File: config.mk
export PLATFORM = sky130hd
export DESIGN_NAME = active_list_commit
export DESIGN_NICKNAME = d
export VERILOG_FILES = /design/src/rtl/active_list_commit.sv
export SDC_FILE = /design/constraint.sdc
export NUM_CORES = 1
export LEC_CHECK = 0
export CAP_MARGIN = 20
export CORE_UTILIZATION = 55
export CTS_BUF_LIST = sky130_fd_sc_hd__clkbuf_8 sky130_fd_sc_hd__clkbuf_16
export DETAILED_ROUTE_END_ITERATION = 12
export PLACE_DENSITY = 0.8
export REMOVE_ABC_BUFFERS = 1
export SLEW_MARGIN = 20
export SYNTH_ARGS = -nofsm -noshare
export SYNTH_HDL_FRONTEND = slang
export SYNTH_SLANG_ARGS = --single-unit
export TNS_END_PERCENT = 5
File: constraint.sdc
create_clock -name clk -period 7.79 [get_ports clk]
set_input_delay 1.1685 -clock clk [delete_from_list [all_inputs] [get_ports clk]]
set_output_delay 1.1685 -clock clk [all_outputs]
set_load 0.05 [all_outputs]
File: src/rtl/active_list_commit.sv
// active_list_commit
//   In-order retirement unit for the renamed register pipeline. It keeps a
//   circular active list of in-flight instructions:
//     - rename allocates entries at tail;
//     - writeback marks entries done by index;
//     - completed entries retire from head strictly in program order.
//   Each retirement remaps one architectural register and returns the
//   superseded physical register to the free list.
//
// Ports
//   clk, rst                  clock; asynchronous active-high reset
//   global_flush              drop every in-flight entry
//   commit_stall              hold retirement for this cycle
//   alloc_*                   allocation request (alloc_ready and alloc_index are comb)
//   complete_valid/_index     completion report by active-list index
//   commit_*, free_*          registered one-cycle retirement pulse
//   count, empty              occupancy (count registered, empty comb)

`ifndef VREG_BUS
`define VREG_BUS 4:0
`endif
`ifndef PREG_BUS
`define PREG_BUS 5:0
`endif

module active_list_commit #(
  parameter int FREE_LIST_WIDTH = 3
) (
  input  logic                       clk,
  input  logic                       rst,
  input  logic                       global_flush,
  input  logic                       commit_stall,
  input  logic                       alloc_valid,
  output logic                       alloc_ready,
  output logic [FREE_LIST_WIDTH-1:0] alloc_index,
  input  logic                       alloc_wb_reg,
  input  logic [`VREG_BUS]           alloc_vreg,
  input  logic [`PREG_BUS]           alloc_preg_new,
  input  logic [`PREG_BUS]           alloc_preg_old,
  input  logic                       complete_valid,
  input  logic [FREE_LIST_WIDTH-1:0] complete_index,
  output logic                       commit_valid,
  output logic                       commit_wb_reg,
  output logic [`VREG_BUS]           commit_vreg,
  output logic [`PREG_BUS]           commit_preg,
  output logic                       free_valid,
  output logic [`PREG_BUS]           free_preg,
  output logic [FREE_LIST_WIDTH:0]   count,
  output logic                       empty
);

  localparam int FW    = FREE_LIST_WIDTH;
  localparam int DEPTH = 1 << FW;
  localparam logic [FW:0] DEPTH_C = (FW+1)'(DEPTH);

  // Entry storage, one slot per list position.
  logic [DEPTH-1:0]                  e_valid;
  logic [DEPTH-1:0]                  e_done;
  logic [DEPTH-1:0]                  e_wb_reg;
  logic [DEPTH-1:0][`VREG_BUS]       e_vreg;
  logic [DEPTH-1:0][`PREG_BUS]       e_preg_new;
  logic [DEPTH-1:0][`PREG_BUS]       e_preg_old;

  logic [FW-1:0] head, tail;
  logic          alloc_fire, complete_fire, retire_fire;

  assign alloc_ready   = (count != DEPTH_C);
  assign alloc_index   = tail;
  assign empty         = (count == '0);

  // Flush wins over everything; full is judged on the current count only,
  // so a retirement in the same cycle cannot open a slot for allocation.
  assign alloc_fire    = alloc_valid & alloc_ready & ~global_flush;
  assign complete_fire = complete_valid & e_valid[complete_index] & ~global_flush;
  // Uses the registered done bit: a completion aimed at head this cycle
  // only makes it retire-eligible on the next cycle.
  assign retire_fire   = e_valid[head] & e_done[head] & ~commit_stall & ~global_flush;

  // Per-entry state. Allocation and retirement never address the same slot
  // in one cycle (alloc needs a free slot, retire needs a valid one).
  for (genvar i = 0; i < DEPTH; i++) begin : g_entry
    localparam logic [FW-1:0] IDX = FW'(i);
    logic wr, set_done, clr;
    assign wr       = alloc_fire    & (tail == IDX);
    assign set_done = complete_fire & (complete_index == IDX);
    assign clr      = retire_fire   & (head == IDX);

    always_ff @(posedge clk or posedge rst) begin
      if (rst) begin
        e_valid[i]    <= 1'b0;
        e_done[i]     <= 1'b0;
        e_wb_reg[i]   <= 1'b0;
        e_vreg[i]     <= '0;
        e_preg_new[i] <= '0;
        e_preg_old[i] <= '0;
      end else if (global_flush) begin
        e_valid[i] <= 1'b0;
        e_done[i]  <= 1'b0;
      end else if (wr) begin
        e_valid[i]    <= 1'b1;
        e_done[i]     <= 1'b0;
        e_wb_reg[i]   <= alloc_wb_reg;
        e_vreg[i]     <= alloc_vreg;
        e_preg_new[i] <= alloc_preg_new;
        e_preg_old[i] <= alloc_preg_old;
      end else if (clr) begin
        // A late duplicate completion must not resurrect a retiring slot.
        e_valid[i] <= 1'b0;
        e_done[i]  <= 1'b0;
      end else if (set_done) begin
        e_done[i] <= 1'b1;
      end
    end
  end

  // Pointers and occupancy.
  always_ff @(posedge clk or posedge rst) begin
    if (rst) begin
      head  <= '0;
      tail  <= '0;
      count <= '0;
    end else if (global_flush) begin
      head  <= '0;
      tail  <= '0;
      count <= '0;
    end else begin
      if (alloc_fire)  tail <= tail + 1'b1;
      if (retire_fire) head <= head + 1'b1;
      case ({alloc_fire, retire_fire})
        2'b10:   count <= count + 1'b1;
        2'b01:   count <= count - 1'b1;
        default: count <= count;
      endcase
    end
  end

  // Retirement outputs: single-cycle registered pulse per retired entry.
  always_ff @(posedge clk or posedge rst) begin
    if (rst) begin
      commit_valid  <= 1'b0;
      commit_wb_reg <= 1'b0;
      commit_vreg   <= '0;
      commit_preg   <= '0;
      free_valid    <= 1'b0;
      free_preg     <= '0;
    end else begin
      commit_valid <= retire_fire;
      free_valid   <= retire_fire & e_wb_reg[head];
      if (retire_fire) begin
        commit_wb_reg <= e_wb_reg[head];
        commit_vreg   <= e_vreg[head];
        commit_preg   <= e_preg_new[head];
        free_preg     <= e_preg_old[head];
      end
    end
  end

endmodule

# ---- Word level (Yosys, flattened, before mapping)
# Cells that the tools add are included.
dict set report word_totals {
  regBits 190
  inputBits 27
}
dict set report classes {
  addsub 4
  n_lt_le_gt_ge 2
  n_eq_ne 24
  n_mux 76
  bitwise 34
  n_reduce_logical 31
}
# cell n
set op_table {}
lappend op_table {{two-way mux 1 bit} 60}
lappend op_table {{binary-select mux 6 bit (select 3 bit)} 2}
lappend op_table {{equality test 3 bit (second input constant)} 12}
lappend op_table {{AND 1 bit} 32}
lappend op_table {{nonzero test 4 bit} 8}
lappend op_table {{nonzero test 3 bit} 9}
lappend op_table {{equality test 3 x 2 -> 1 bit (second input constant)} 6}
lappend op_table {{AND reduction 2 bit} 8}
lappend op_table {{binary-select mux 5 bit (select 3 bit)} 1}
lappend op_table {{binary-select mux 1 bit (select 3 bit)} 4}
lappend op_table {{two-way mux 3 bit} 4}
lappend op_table {{two-way mux 6 bit} 2}
lappend op_table {{equality test 3 x 1 -> 1 bit (second input constant)} 3}
lappend op_table {{zero test 3 bit} 3}
lappend op_table {{< comparator 3 x 4 -> 1 bit (second input constant)} 2}
lappend op_table {{case mux 4 bit (2 select lines)} 1}
lappend op_table {{adder 3 x 1 -> 3 bit (second input constant)} 2}
lappend op_table {{two-way mux 5 bit} 1}
lappend op_table {{adder 4 x 1 -> 4 bit (second input constant)} 1}
lappend op_table {{zero test 4 bit} 1}
lappend op_table {{two-way mux 4 bit} 1}
lappend op_table {{inequality test 4 bit (second input constant)} 1}
lappend op_table {{nonzero test 2 bit} 2}
lappend op_table {{subtractor 4 x 1 -> 4 bit (second input constant)} 1}
lappend op_table {{3 further kinds} 4}

# ---- Logic depth before layout (Yosys ltp)
dict set report logic_depth {
  depth_word 9
  depth_mapped 11
  mapped_depth_nobuf 10
}

# ---- Least setup slack after synthesis
# Ideal clock, no wire load.
dict set report synth_timing {
  path_kind {reg-to-output}
  start {reg count[1]}
  end {out empty}
  arrival_time_ns 2.215
  required_time_ns 6.622
  setup_slack_ns 4.407
  stages_incl_launch_ff 2
  path_buffers 0
  cell_sequence {dfrtp_1 -> nor4_1}
}
dict set report synth_between {
  elab_chain_len 1
}
# item line
set synth_lines {}
lappend synth_lines {{from (decl)} 48} ;# output logic [FREE_LIST_WIDTH:0] count,
lappend synth_lines {{from (signal assigned)} 130} ;# 2'b10: count <= count + 1'b1;
lappend synth_lines {{from (signal assigned)} 131} ;# 2'b01: count <= count - 1'b1;
lappend synth_lines {{from (signal assigned)} 132} ;# default: count <= count;
lappend synth_lines {{zero test 4 bit} 69} ;# assign empty = (count == '0);
lappend synth_lines {{to (decl)} 49} ;# output logic empty
# No other way between the ends.

# ---- Final worst setup path
dict set report layout_timing {
  start {reg head[0]}
  end {reg count[3]}
}
dict set report layout_between {
  elab_chain_len 8
  elab_cells_between_ends 12
  classes_between {eq/ne (2); mux (6); bitwise (3); reduce/logical (1)}
}
# item line
set layout_lines {}
lappend layout_lines {{from (decl)} 64} ;# logic [FW-1:0] head, tail;
lappend layout_lines {{from (signal assigned)} 128} ;# if (retire_fire) head <= head + 1'b1;
lappend layout_lines {{binary-select mux 1 bit (select 3 bit)} 77} ;# assign retire_fire = e_valid[head] & e_done[head] & ~commit_stall & ~global_flush;
lappend layout_lines {{two-way mux 1 bit (not written as such)} 77}
lappend layout_lines {{AND 1 bit (*) (3 in series)} 77}
lappend layout_lines {{equality test 2 x 1 -> 1 bit / equality test 2 bit (equally long branches)} 129} ;# case ({alloc_fire, retire_fire})
lappend layout_lines {{case mux 4 bit (2 select lines)} 129}
lappend layout_lines {{two-way mux 4 bit} 122} ;# end else if (global_flush) begin
# Mark *: on every way between the ends. The rest lies on a longest branch, timed or not. The select of a mux whose other input is x is not followed.
# A chain may end at the register's enable or synchronous reset.

==> flow_metrics.tcl <==
set metrics [dict create \
    htree_levels 4 \
    synth-main-ff-cell "dfrtp_1" \
    rsz0062_at_grt "no" \
    grt_max_degree 101 \
    core_area_um2 15300 \
    setup_viol 0 \
    cts_repair_resize_count 0 \
    start_kind "flop" \
    maxSlewViolCount 0 \
    cts_sinks 190 \
    regArea_um2 4760 \
    portBuffers 55 \
    fin_skew_ns 0.00638 \
    leakagePower_nw 4.51 \
    die_w_um 127 \
    timing.hold.ws_ns 0.488 \
    netlist_area_um2 8610 \
    clockBufferDepth 2 \
    grt_overflow 0 \
    yosysWarnings 0 \
    path_common_cell "buf_4" \
    drive_gt1_share_pct 34.1 \
    hold_buffers 0 \
    synth-seq-cells 190 \
    drt_iter0_drc 419 \
    slowest_stage "buf_4" \
    relSlewSlack_pct 26.3 \
    placed_cells 850 \
    post-place-ws_ns 3.80 \
    tritoncts "done" \
    diodes 0 \
    power_density_nw_per_um2 258 \
    drv_cap 0 \
    top_regs "e_preg_new: 48 flops, e_preg_old: 48 flops, e_vreg: 40 flops" \
    nets 700 \
    cts_buffers 17 \
    synth_edf_count 0 \
    drtAntennaViolNets 0 \
    synth_cell_types 38 \
    grt_use_total_pct 24.9 \
    path_max_fanout 40 \
    vias_per_cell 6.03 \
    wirelength_um 18500 \
    slowest_delay_ns 0.62 \
    syn_inst 606 \
    critical_path_required_ns 8.11 \
    die_area_um2 16200 \
    antenna_found_initial 0 \
    yosysSeqAreaShare_pct 55.2 \
    drc 0 \
    vias 5304 \
    cp_cell_sequence "buf_4 > inv_2 > mux4_2 > o22ai_4 > buf_4 > and3_1 > ha_1 > a21o_1 > a21oi_1 > nor2_1 > mux2i_1 > mux2_1" \
    endpoint_kind "flop" \
    fin_cells 880 \
    ir_drop_mv 0.188 \
    postCtsSetupBuffers 0 \
    area_growth_pct 15.9 \
    fin_ws_ns 3.99 \
    fin_crit_sh_pct 48.8 \
    syn_avg_cell_area_um2 14.2 \
    place.gp.congestion 0.809 \
    max_freq_ghz 0.263 \
    async_flop_share_pct 100 \
    start_util_pct 56.4 \
    multi_input_area_um2 3680 \
    hold_class "reg2reg" \
    setup_tns_ns 0 \
    root_buffer "clkbuf_16" \
    crit_type "reg2reg" \
    grt_pass1_vias 5709 \
    hold_viol 0 \
    wl_per_cell_um 21.1 \
    arrival_ns 4.12 \
    nFillCells 1089 \
    status "complete, no violations" \
    first_pass_iters 4 \
    ios 56 \
    fin_crit_ns 3.80 \
    tightestPinTransition_ns 1.10 \
    grt_pass1_wl_um 30200 \
    fp.dieH_um 127 \
    crit_family "buffers and inverters" \
    worst-path-buf-inv 3 \
    dp_hpwl_um 10800 \
    clkSlewWorstSetupHoldPaths_ns 0.07 \
    utilization_pct 65.4 \
    rows 45 \
    clkLatencyLatePin_ns 0.44 \
]
==> logic make-up after synthesis <==
group / count (synthesis) / share of synthesized area, %
AOI/OAI and AO/OA: 66 / 4.78
xor gates and xnor gates: 4 / 0.407
and+or+nand+nor: 101 / 5.61
buffers and inverters: 41 / 2.12
adders and majority gates: 15 / 2.27
DFF: 190 / 55.2
muxes: 189 / 29.6
==> layout make-up <==
cell class / count / area share, %
flip-flops and latches: 190 / 47.6
inverters: 8 / 0.351
well taps: 211 / 2.64
multi-input cells: 375 / 36.8
repair buffers: 66 / 6.38
clock buffers: 21 / 4.81
clock inverters: 9 / 1.33
==> per-layer routing <==
| metal | GRT usage [%] | wire [um] | part of all wire [%] |
|---|---|---|---|
| met5 | 0 | 0 | 0 |
| met3 | 5.03 | 1020 | 5.5 |
| met1 | 33.4 | 7690 | 41 |
| met2 | 41.1 | 9560 | 52 |
| met4 | 8.68 | 271 | 1.5 |
==> cell usage after synthesis (all sizes together), types with 2 or more instances <==
cell / n / share of area, %
nor2b: 4 / 0.29
and3: 8 / 0.58
a21oi: 29 / 1.7
nor2: 15 / 0.68
nor3b: 7 / 0.61
a22o: 2 / 0.20
xnor2: 3 / 0.31
a31oi: 23 / 1.7
mux2i: 5 / 0.58
inv: 8 / 0.35
and2: 6 / 0.44
ha: 14 / 2.0
mux4: 38 / 9.9
a31o: 2 / 0.20
a211oi: 2 / 0.17
nand2: 53 / 2.3
clkbuf: 20 / 0.87
buf: 13 / 0.90
a21o: 7 / 0.61
mux2: 146 / 19
dfrtp: 190 / 55
nand3: 3 / 0.23
==> placed cells by master (no fill, tap or decap), types with 2 or more instances in the layout <==
| master | synthesis | layout |
|---|---|---|
| and2_1 | 6 | 6 |
| bufinv_16 | 0 | 3 |
| mux2_2 | 136 | 136 |
| buf_4 | 3 | 10 |
| ha_1 | 14 | 14 |
| mux4_2 | 38 | 38 |
| nor2b_1 | 4 | 4 |
| clkbuf_16 | 0 | 17 |
| inv_1 | 6 | 5 |
| a21o_1 | 7 | 7 |
| a211oi_1 | 2 | 2 |
| dfrtp_1 | 190 | 189 |
| nor3b_1 | 7 | 7 |
| inv_6 | 0 | 2 |
| nand2_2 | 1 | 2 |
| clkbuf_8 | 0 | 4 |
| inv_2 | 2 | 2 |
| and3_1 | 8 | 8 |
| xnor2_1 | 3 | 3 |
| mux2i_1 | 5 | 5 |
| clkdlybuf4s50_1 | 0 | 55 |
| mux2_1 | 10 | 10 |
| a31o_2 | 2 | 2 |
| nand3_1 | 2 | 2 |
| a22o_1 | 2 | 2 |
| nor2_1 | 14 | 14 |
| clkinvlp_4 | 0 | 2 |
| clkinv_2 | 0 | 2 |
| nand2_1 | 52 | 51 |
| a31oi_1 | 23 | 23 |
| a21oi_1 | 29 | 29 |
==> power by group <==
group	internal [mW]	switching, mW	leakage [nW]
Combinational	0.241	0.161	1.73
Clock	0.536	0.369	0.297
Sequential	1.17	0.0956	2.48
==> worst register-to-register path: stages (launching register included) <==
cell,delay (ns)
dfrtp_2,0.35
buf_4,0.62
inv_2,0.17
mux4_2,0.51
o22ai_4,0.18
buf_4,0.39
and3_1,0.33
ha_1,0.25
a21o_1,0.15
a21oi_1,0.18
nor2_1,0.06
mux2i_1,0.16
mux2_1,0.33
==> path summary, 6_finish.rpt <==
kind	from	end	slack, ns	cells past startpoint
setup / recovery	head[0]$_DFFE_PP0P_	count[3]$_DFFE_PP0P_	3.99	12
hold / removal	e_preg_new[26]$_DFFE_PP0P_	e_preg_new[26]$_DFFE_PP0P_	0.49	1
setup reg to reg	head[0]$_DFFE_PP0P_	count[3]$_DFFE_PP0P_	3.99	12
hold reg to reg	e_preg_new[26]$_DFFE_PP0P_	e_preg_new[26]$_DFFE_PP0P_	0.49	1
max in group asynchronous	rst	e_done[1]$_DFFE_PP0P_	5.16	3
min in group asynchronous	rst	e_done[5]$_DFFE_PP0P_	1.25	2
==> per-stage QoR <==
step,power (mW),area [um2]
floorplan,1.56,8460
global placement,1.65,9360
detailed placement,1.69,9360
CTS,2.59,9980
global route,2.68,9980
finish,2.57,9980
No activity file was read; power rests on OpenSTA's default activity.
